<file path="config.mk">
export PLATFORM = sky130hd
export DESIGN_NAME = apb_master
export DESIGN_NICKNAME = d
export VERILOG_FILES = /design/src/rtl/apb_pkg.sv /design/src/rtl/apb_wait_timer.sv /design/src/rtl/apb_master.sv
export SDC_FILE = /design/constraint.sdc
export NUM_CORES = 1
export LEC_CHECK = 0
export ABC_AREA = 1
export BUFFER_PORTS_ARGS = -buffer_cell sky130_fd_sc_hd__buf_2
export CAP_MARGIN = 20
export CORE_ASPECT_RATIO = 1.2
export CORE_MARGIN = 1
export CORE_UTILIZATION = 30
export DETAILED_ROUTE_END_ITERATION = 10
export GPL_TIMING_DRIVEN = 0
export PLACE_DENSITY_LB_ADDON = 0.1
export SYNTH_ARGS = -nofsm -noshare
export SYNTH_HDL_FRONTEND = slang
export SYNTH_SLANG_ARGS = --single-unit
</file>
<file path="constraint.sdc">
create_clock -name PCLK -period 4 [get_ports PCLK]
set_clock_uncertainty 0.05 [all_clocks]
set_input_delay 0.4 -clock PCLK [delete_from_list [all_inputs] [get_ports PCLK]]
set_output_delay 0.4 -clock PCLK [all_outputs]
set_load 0.02 [all_outputs]
</file>
<file path="src/rtl/apb_pkg.sv">
// Shared types and defaults for the APB initiator and its wait timer.
package apb_pkg;

   localparam int APB_ADDR_W  = 8;
   localparam int APB_DATA_W  = 8;
   localparam int APB_TIMEOUT = 16;

   typedef enum logic [1:0] {
      IDLE   = 2'd0,
      SETUP  = 2'd1,
      ACCESS = 2'd2
   } apb_state_t;

   // A zero timeout still needs a one-bit counter to keep the ports legal.
   function automatic int timer_width(input int timeout);
      return (timeout > 0) ? $clog2(timeout + 1) : 1;
   endfunction

endpackage

</file>
<file path="src/rtl/apb_wait_timer.sv">
// Saturating wait-state counter; expired flags the last permitted ACCESS cycle.
module apb_wait_timer
   import apb_pkg::*;
#(
   parameter int TIMEOUT = APB_TIMEOUT
) (
   input  logic clk,
   input  logic rst_n,
   input  logic clear,
   input  logic enable,
   output logic expired
);

   localparam int CW = timer_width(TIMEOUT);
   localparam int unsigned LAST_I = (TIMEOUT > 0) ? TIMEOUT - 1 : 0;
   localparam logic [CW-1:0] LAST = LAST_I[CW-1:0];
   localparam logic [CW-1:0] CNT_MAX = '1;

   logic [CW-1:0] count;

   always_ff @(posedge clk or negedge rst_n) begin
      if (!rst_n) begin
         count <= '0;
      end else if (clear) begin
         count <= '0;
      end else if (enable && (count != CNT_MAX)) begin
         count <= count + 1'b1;
      end
   end

   generate
      if (TIMEOUT > 0) begin : g_timeout
         assign expired = (count == LAST);
      end else begin : g_no_timeout
         assign expired = 1'b0;
      end
   endgenerate

endmodule

</file>
<file path="src/rtl/apb_master.sv">
// APB initiator: turns a cmd valid/ready handshake into SETUP/ACCESS transfers
// and returns the outcome as a single-cycle rsp_valid pulse.
module apb_master
   import apb_pkg::*;
#(
   parameter int ADDR_W  = APB_ADDR_W,
   parameter int DATA_W  = APB_DATA_W,
   parameter int TIMEOUT = APB_TIMEOUT
) (
   input  logic              PCLK,
   input  logic              RSTN,
   input  logic              cmd_valid,
   output logic              cmd_ready,
   input  logic              cmd_write,
   input  logic [ADDR_W-1:0] cmd_addr,
   input  logic [DATA_W-1:0] cmd_wdata,
   output logic              rsp_valid,
   output logic [DATA_W-1:0] rsp_rdata,
   output logic              rsp_slverr,
   output logic              rsp_timeout,
   output logic              PSEL,
   output logic              PENABLE,
   output logic              PWRITE,
   output logic [ADDR_W-1:0] PADDR,
   output logic [DATA_W-1:0] PWDATA,
   input  logic              PREADY,
   input  logic [DATA_W-1:0] PRDATA,
   input  logic              PSLVERR,
   output logic [1:0]        fsm_state
);

   // Handshake: a command transfers on any PCLK edge where cmd_valid && cmd_ready;
   // cmd_* must stay stable while cmd_valid is high and cmd_ready is low.

   apb_state_t state, state_nxt;

   logic              psel_nxt, penable_nxt, pwrite_nxt;
   logic [ADDR_W-1:0] paddr_nxt;
   logic [DATA_W-1:0] pwdata_nxt;
   logic              rsp_valid_nxt, rsp_slverr_nxt, rsp_timeout_nxt;
   logic [DATA_W-1:0] rsp_rdata_nxt;

   logic expired;
   logic in_access;
   logic done;

   assign in_access = (state == ACCESS);
   // PREADY wins over the timeout if both land on the same edge.
   assign done      = in_access && (PREADY || expired);
   assign cmd_ready = (state == IDLE) || done;
   assign fsm_state = state;

   apb_wait_timer #(
      .TIMEOUT (TIMEOUT)
   ) u_wait_timer (
      .clk     (PCLK),
      .rst_n   (RSTN),
      .clear   (!in_access || done),
      .enable  (in_access && !PREADY),
      .expired (expired)
   );

   always_comb begin
      state_nxt       = state;
      psel_nxt        = PSEL;
      penable_nxt     = PENABLE;
      pwrite_nxt      = PWRITE;
      paddr_nxt       = PADDR;
      pwdata_nxt      = PWDATA;
      rsp_valid_nxt   = 1'b0;
      rsp_rdata_nxt   = '0;
      rsp_slverr_nxt  = 1'b0;
      rsp_timeout_nxt = 1'b0;

      case (state)
         IDLE: begin
            if (cmd_valid) begin
               state_nxt   = SETUP;
               psel_nxt    = 1'b1;
               penable_nxt = 1'b0;
               pwrite_nxt  = cmd_write;
               paddr_nxt   = cmd_addr;
               pwdata_nxt  = cmd_wdata;
            end
         end

         SETUP: begin
            state_nxt   = ACCESS;
            penable_nxt = 1'b1;
         end

         ACCESS: begin
            if (done) begin
               rsp_valid_nxt = 1'b1;
               if (PREADY) begin
                  rsp_slverr_nxt = PSLVERR;
                  if (!PWRITE && !PSLVERR) begin
                     rsp_rdata_nxt = PRDATA;
                  end
               end else begin
                  rsp_slverr_nxt  = 1'b1;
                  rsp_timeout_nxt = 1'b1;
               end

               if (cmd_valid) begin
                  state_nxt   = SETUP;
                  psel_nxt    = 1'b1;
                  penable_nxt = 1'b0;
                  pwrite_nxt  = cmd_write;
                  paddr_nxt   = cmd_addr;
                  pwdata_nxt  = cmd_wdata;
               end else begin
                  state_nxt   = IDLE;
                  psel_nxt    = 1'b0;
                  penable_nxt = 1'b0;
               end
            end
         end

         default: begin
            state_nxt   = IDLE;
            psel_nxt    = 1'b0;
            penable_nxt = 1'b0;
         end
      endcase
   end

   always_ff @(posedge PCLK or negedge RSTN) begin
      if (!RSTN) begin
         state       <= IDLE;
         PSEL        <= 1'b0;
         PENABLE     <= 1'b0;
         PWRITE      <= 1'b0;
         PADDR       <= '0;
         PWDATA      <= '0;
         rsp_valid   <= 1'b0;
         rsp_rdata   <= '0;
         rsp_slverr  <= 1'b0;
         rsp_timeout <= 1'b0;
      end else begin
         state       <= state_nxt;
         PSEL        <= psel_nxt;
         PENABLE     <= penable_nxt;
         PWRITE      <= pwrite_nxt;
         PADDR       <= paddr_nxt;
         PWDATA      <= pwdata_nxt;
         rsp_valid   <= rsp_valid_nxt;
         rsp_rdata   <= rsp_rdata_nxt;
         rsp_slverr  <= rsp_slverr_nxt;
         rsp_timeout <= rsp_timeout_nxt;
      end
   end

endmodule

</file>
==> After elaboration in Yosys (flattened, before gate mapping) <==
Cells that the tools add are included.
{ "totals": {"ff_bits": 37, "latchBits": 0, "ram_bits": 0, "romBits": 0, "out_inout_bits": 33, "word_cells": 70, "memories": 0} }
{ "classes": {"n_addsub": 1, "n_mul": 0, "div_mod_pow": 0, "order_cmp": 0, "eq_ne": 6, "shift": 0, "n_mux": 34, "bitwise_logic": 1, "n_reduce_logical": 17} }
{ "op_table": {"columns": ["operator", "n"], "rows": [
  ["$mux 8", 8],
  ["$pmux 8 s2", 2],
  ["$mux 1", 16],
  ["$mux 5", 2],
  ["$pmux 1 s3", 2],
  ["$pmux 2 s3", 1],
  ["$add 5x1->5 const B", 1],
  ["$eq 5x4->1 const B", 1],
  ["$ne 5x5->1 const B", 1],
  ["$logic_and 1x1->1", 4],
  ["$logic_not 1->1", 4],
  ["$mux 2", 2],
  ["$reduce_and 2->1", 2],
  ["$reduce_bool 2->1", 2],
  ["$logic_or 1x1->1", 3],
  ["$reduce_and 3->1", 1],
  ["$eq 2x1->1 const B", 1],
  ["$eq 2x2->1 const B", 1],
  ["$logic_not 2->1", 1],
  ["$ne 2x1->1 const B", 1],
  ["$ne 2x2->1 const B", 1],
  ["$pmux 1 s2", 1],
  ["$not 1->1", 1]
]} }

==> Longest topological paths before layout <==
{ "logic_depth": {"depth_word": 6, "ltp_mapped": 9, "ltp_nobuf": 8} }

==> By module <==
A second synthesis with hierarchy kept.
{ "hier_totals": {"cells_unflattened": 167, "area_unflattened_um2": 1517.7} }
{ "modules_own_cells": {"columns": ["mod", "instances", "cells_per_inst", "area_each_um2", "seq_area_each_um2"], "rows": [
  ["apb_master", 1, 130, 1237.4, 775.7],
  ["apb_wait_timer", 1, 37, 280.3, 125.1]
]} }

==> Least setup slack after synthesis <==
No wires, ideal clock.
{ "synth_timing": {"kind": "reg2out", "start": "register u_wait_timer.count[0]", "end": "output port cmd_ready", "arrival_time_ps": 1483, "setup_slack_ps": 2067, "path_stages_with_launch": 8, "cell_sequence": "dfrtp_1 ha_1 and3_1 ha_1 nor2_1 inv_1 nor2_1 nor2_1"} }
{ "synth_between": {"elab_chain_len": 4} }
{ "synth_lines": {"columns": ["element", "line", "rtl"], "rows": [
  ["start, declared", "apb_wait_timer.sv:19", "logic [CW-1:0] count;"],
  ["start signal, assigned", "apb_wait_timer.sv:27", "count <= count + 1'b1;"],
  ["$eq 5x4->1", "apb_wait_timer.sv:33", "assign expired = (count == LAST);"],
  ["$logic_or 1x1->1", "apb_master.sv:49", "assign done = in_access && (PREADY || expired);"],
  ["$logic_and 1x1->1", "apb_master.sv:49", null],
  ["$logic_or 1x1->1", "apb_master.sv:50", "assign cmd_ready = (state == IDLE) || done;"],
  ["end, declared", "apb_master.sv:13", "output logic cmd_ready,"]
]} }
No other way between the ends.

==> Worst setup path in the final report <==
Same ends and word-level chain as after synthesis.

==> metrics.csv <==
stage;metric;value;unit
critical_path;CP delay by family, top;simple AND/OR/NAND/NOR gates;
synth;Synth Register Bits;36;
critical_path;Buf+Inv Stages, Crit Path;2;
global_routing;initial antenna violation count;0;
hold_path;worst min path class;primary input to async pin;
floorplanning;die extent in x;67.4;um
timing;setup TNS;0;ns
clock_network;hold_buf cts;0;
timing;Setup Viol. Count Final;0;
synth;Yosys top cell area share;58.6;%
finish;synth-to-layout area growth;30.1;%
global_routing;largest net degree at the start of global routing;37;
routing;residual DRC count;0;
pwr;Power Total;0.936;mW
timing;Final Max Slew Viols;0;
routing;final wirelength;3330;um
timing;min Tclk post-route;2.48;ns
clock_network;CTS buffer count;5;
floorplanning;Core ar.;4940;sq um
placement;Placed Area;1920;sq um
critical_path;Setup crit end kind;output port;
synth;Synth Cell Area;1540;sq um
clock_network;clock latency at the later pin of the worst-skew pair;0.28;ns
pwr;Power per Cell Area;468;nW/um^2
critical_path;critical path's slowest cell;dfrtp_1;
flow_run;number of max-cap violations;0;
routing;Post-DRT Antenna Nets;0;
synth;Mapped Cells;160;
floorplanning;# rows;28;
timing;RSZ-0062 raised after global routing;no;
routing;first-pass iteration count of the detailed router;4;
critical_path;Critical Path AT;2.03;ns
routing;First DRT Iteration DRCs;49;
critical_path;CP Class;flop to output port;
pwr;leakage power;1.13;nW
finish;final net count;262;
timing;f_max;0.403;GHz
timing;Final Cycle Share;62.0;%
floorplanning;Starting Density;31.1;%
clock_network;Reg clk slew, reported paths;0.07;ns
critical_path;Worst path max stage delay;0.40;ns
critical_path;R2R setup slack;2.16;ns
floorplanning;# IOs;63;
clock_network;post-CTS setup buffers;0;
synth;register area share after synthesis;58.6;%
timing;final hold violations;0;
clock_network;H-tree depth;2;
finish;Fill cells;524;
finish;layout cell share with drive strength beyond 1;38.4;%
global_routing;Global Route Usage Sum;14.1;%
finish;Final Instance Area;2000;sq um
pwr;VDD IR-drop max;0.000172;V
run_status;outcome;complete, no violations;
critical_path;Cell Chain, Critical Path;ha_1 > and3_1 > ha_1 > nor2_1 > inv_1 > nor2_1 > nor2_1 > buf_2;
synth;syn avg cell area;9.61;sq um
synth;Yosys warning total;0;
global_routing;first-pass GRT wire length;5440;um
timing;worst slew pin tran;0.794;ns
global_routing;Remaining Overflow, GRT;0;
synth;synthesized net count;193;
critical_path;required time of the critical path;3.55;ns
critical_path;most frequent CP cell;nor2_1;
routing;WL/cell;11.5;um
finish;Ant. Diodes;0;
floorplanning;chip height;80.4;um
clock_network;maximum buffer depth of the clock tree;2;
synth;cell taking the most area after synthesis;dfrtp_1;
placement;IO Port Bufs;62;
placement;DP HPWL;2400;um
critical_path;CP Max Fanout;3;
routing;Vias;1269;
timing;final hold slack;0.151;ns
clock_network;CTS root buffer;clkbuf_8;
clock_network;clk sinks;36;
synth;top cells by area, synth;dfrtp_1 59%, nand2_1 8.8%, nand3_1 8.8%;
timing;Rel. slew slack;47.1;%
synth;number of distinct library cells after synthesis;20;
floorplanning;Die ar.;5420;sq um
critical_path;crit start category;flop;
clock_network;Resize count post-CTS;0;
routing;vias per inst;4.39;
clock_network;TritonCTS clock tree;built;
placement;GP Congestion;0.726;
global_routing;vias in the first global route;1209;
area by class of cell:
| cell class | instances | area [sq um] | area share, % |
|---|---|---|---|
| multi-input cells | 106 | 534 | 26.7 |
| flip-flops and latches | 36 | 901 | 45.0 |
| clock buffers | 6 | 72.6 | 3.63 |
| clock inverters | 1 | 5.00 | 0.250 |
| well taps | 60 | 75.1 | 3.75 |
| inverters | 11 | 41.3 | 2.06 |
| plain buffers | 7 | 61.3 | 3.06 |
| repair buffers | 62 | 310 | 15.5 |
power by group:
group | switching [mW] | internal (mW) | leakage, nW
Clock | 0.120 | 0.118 | 0.0410
Combinational | 0.162 | 0.0913 | 0.625
Sequential | 0.0317 | 0.413 | 0.467
Total | 0.314 | 0.622 | 1.13
metrics by stage:
step / setup slack [ns] / utilization [%] / instances
CTS: 1.51 / 40.5 / 289
finish: 1.52 / 40.5 / 289
global placement: 1.83 / 38.9 / 282
floorplan: 2.07 / - / 160
global route: 1.37 / 40.5 / 289
detailed placement: 1.83 / 38.9 / 282
sequential cells by signal (all words and copies together), names as in the netlist:
register / cells
rsp_rdata: 8
PADDR: 8
PWDATA: 8
fsm_state: 2
rsp_slverr: 1
PSEL: 1
u_wait_timer.count: 5
PWRITE: 1
rsp_timeout: 1
rsp_valid: 1
synth_stat cells (all sizes together):
library cell  count
nand2            46
o21ai             1
ha                3
and3              1
nor2             22
clkbuf            2
nand3            27
a21oi             4
or2               1
nor3              1
dfrtp            36
buf               5
inv              11
routing by layer:
metal / track usage (%) / share of wire [%] / vias to the layer above
met1: 15.4 / 42 / 590
met4: 6.38 / 1.4 / 0
li1: - / - / 638
met3: 4.83 / 6.5 / 5
met2: 24.0 / 50 / 36
met5: 0 / 0 / -
cell usage in the layout, fill, tap and decap left out:
| cell | instances |
|---|---|
| buf_2 | 62 |
| o21ai_0 | 1 |
| nand3_1 | 27 |
| buf_6 | 1 |
| nand2_1 | 36 |
| clkbuf_1 | 3 |
| clkinv_2 | 1 |
| a21oi_1 | 4 |
| nand2_2 | 8 |
| buf_12 | 1 |
| nor3_2 | 1 |
| ha_1 | 3 |
| inv_1 | 10 |
| inv_2 | 1 |
| and3_1 | 1 |
| nor2_1 | 20 |
| dfrtp_1 | 36 |
| nand2_4 | 1 |
| nand2_8 | 1 |
| clkbuf_8 | 5 |
| nor2_4 | 2 |
| or2_2 | 1 |
| buf_4 | 3 |
final timing paths:
kind                                       startpoint  cells after the start                     to
worst min register to register               PADDR[0]                      2               PADDR[0]
worst min-delay path                             RSTN                      1           rsp_rdata[3]
min in group PCLK                           cmd_write                      3                 PWRITE
max in group asynchronous                        RSTN                      1           fsm_state[1]
worst max register to register  u_wait_timer.count[0]                      8  u_wait_timer.count[2]
worst max-delay path            u_wait_timer.count[0]                      8              cmd_ready
worst reg2reg max path: cells and delay by family (launching register included):
| family | cells | cell delay (ns) |
|---|---|---|
| buffers and inverters | 1 | 0.09 |
| flip-flops | 1 | 0.40 |
| AND/OR/NAND/NOR | 5 | 0.82 |
| adder cells (fa/ha/maj) | 2 | 0.41 |
cells by family after synthesis:
logic type,after synthesis,synth area share [%]
AOI/OAI and AO/OA,5,1.63
adders and majority gates,3,2.44
buffers and inverters,18,6.67
DFF,36,58.6
and+or+nand+nor,98,30.7
(Power assumes the default switching activity.)
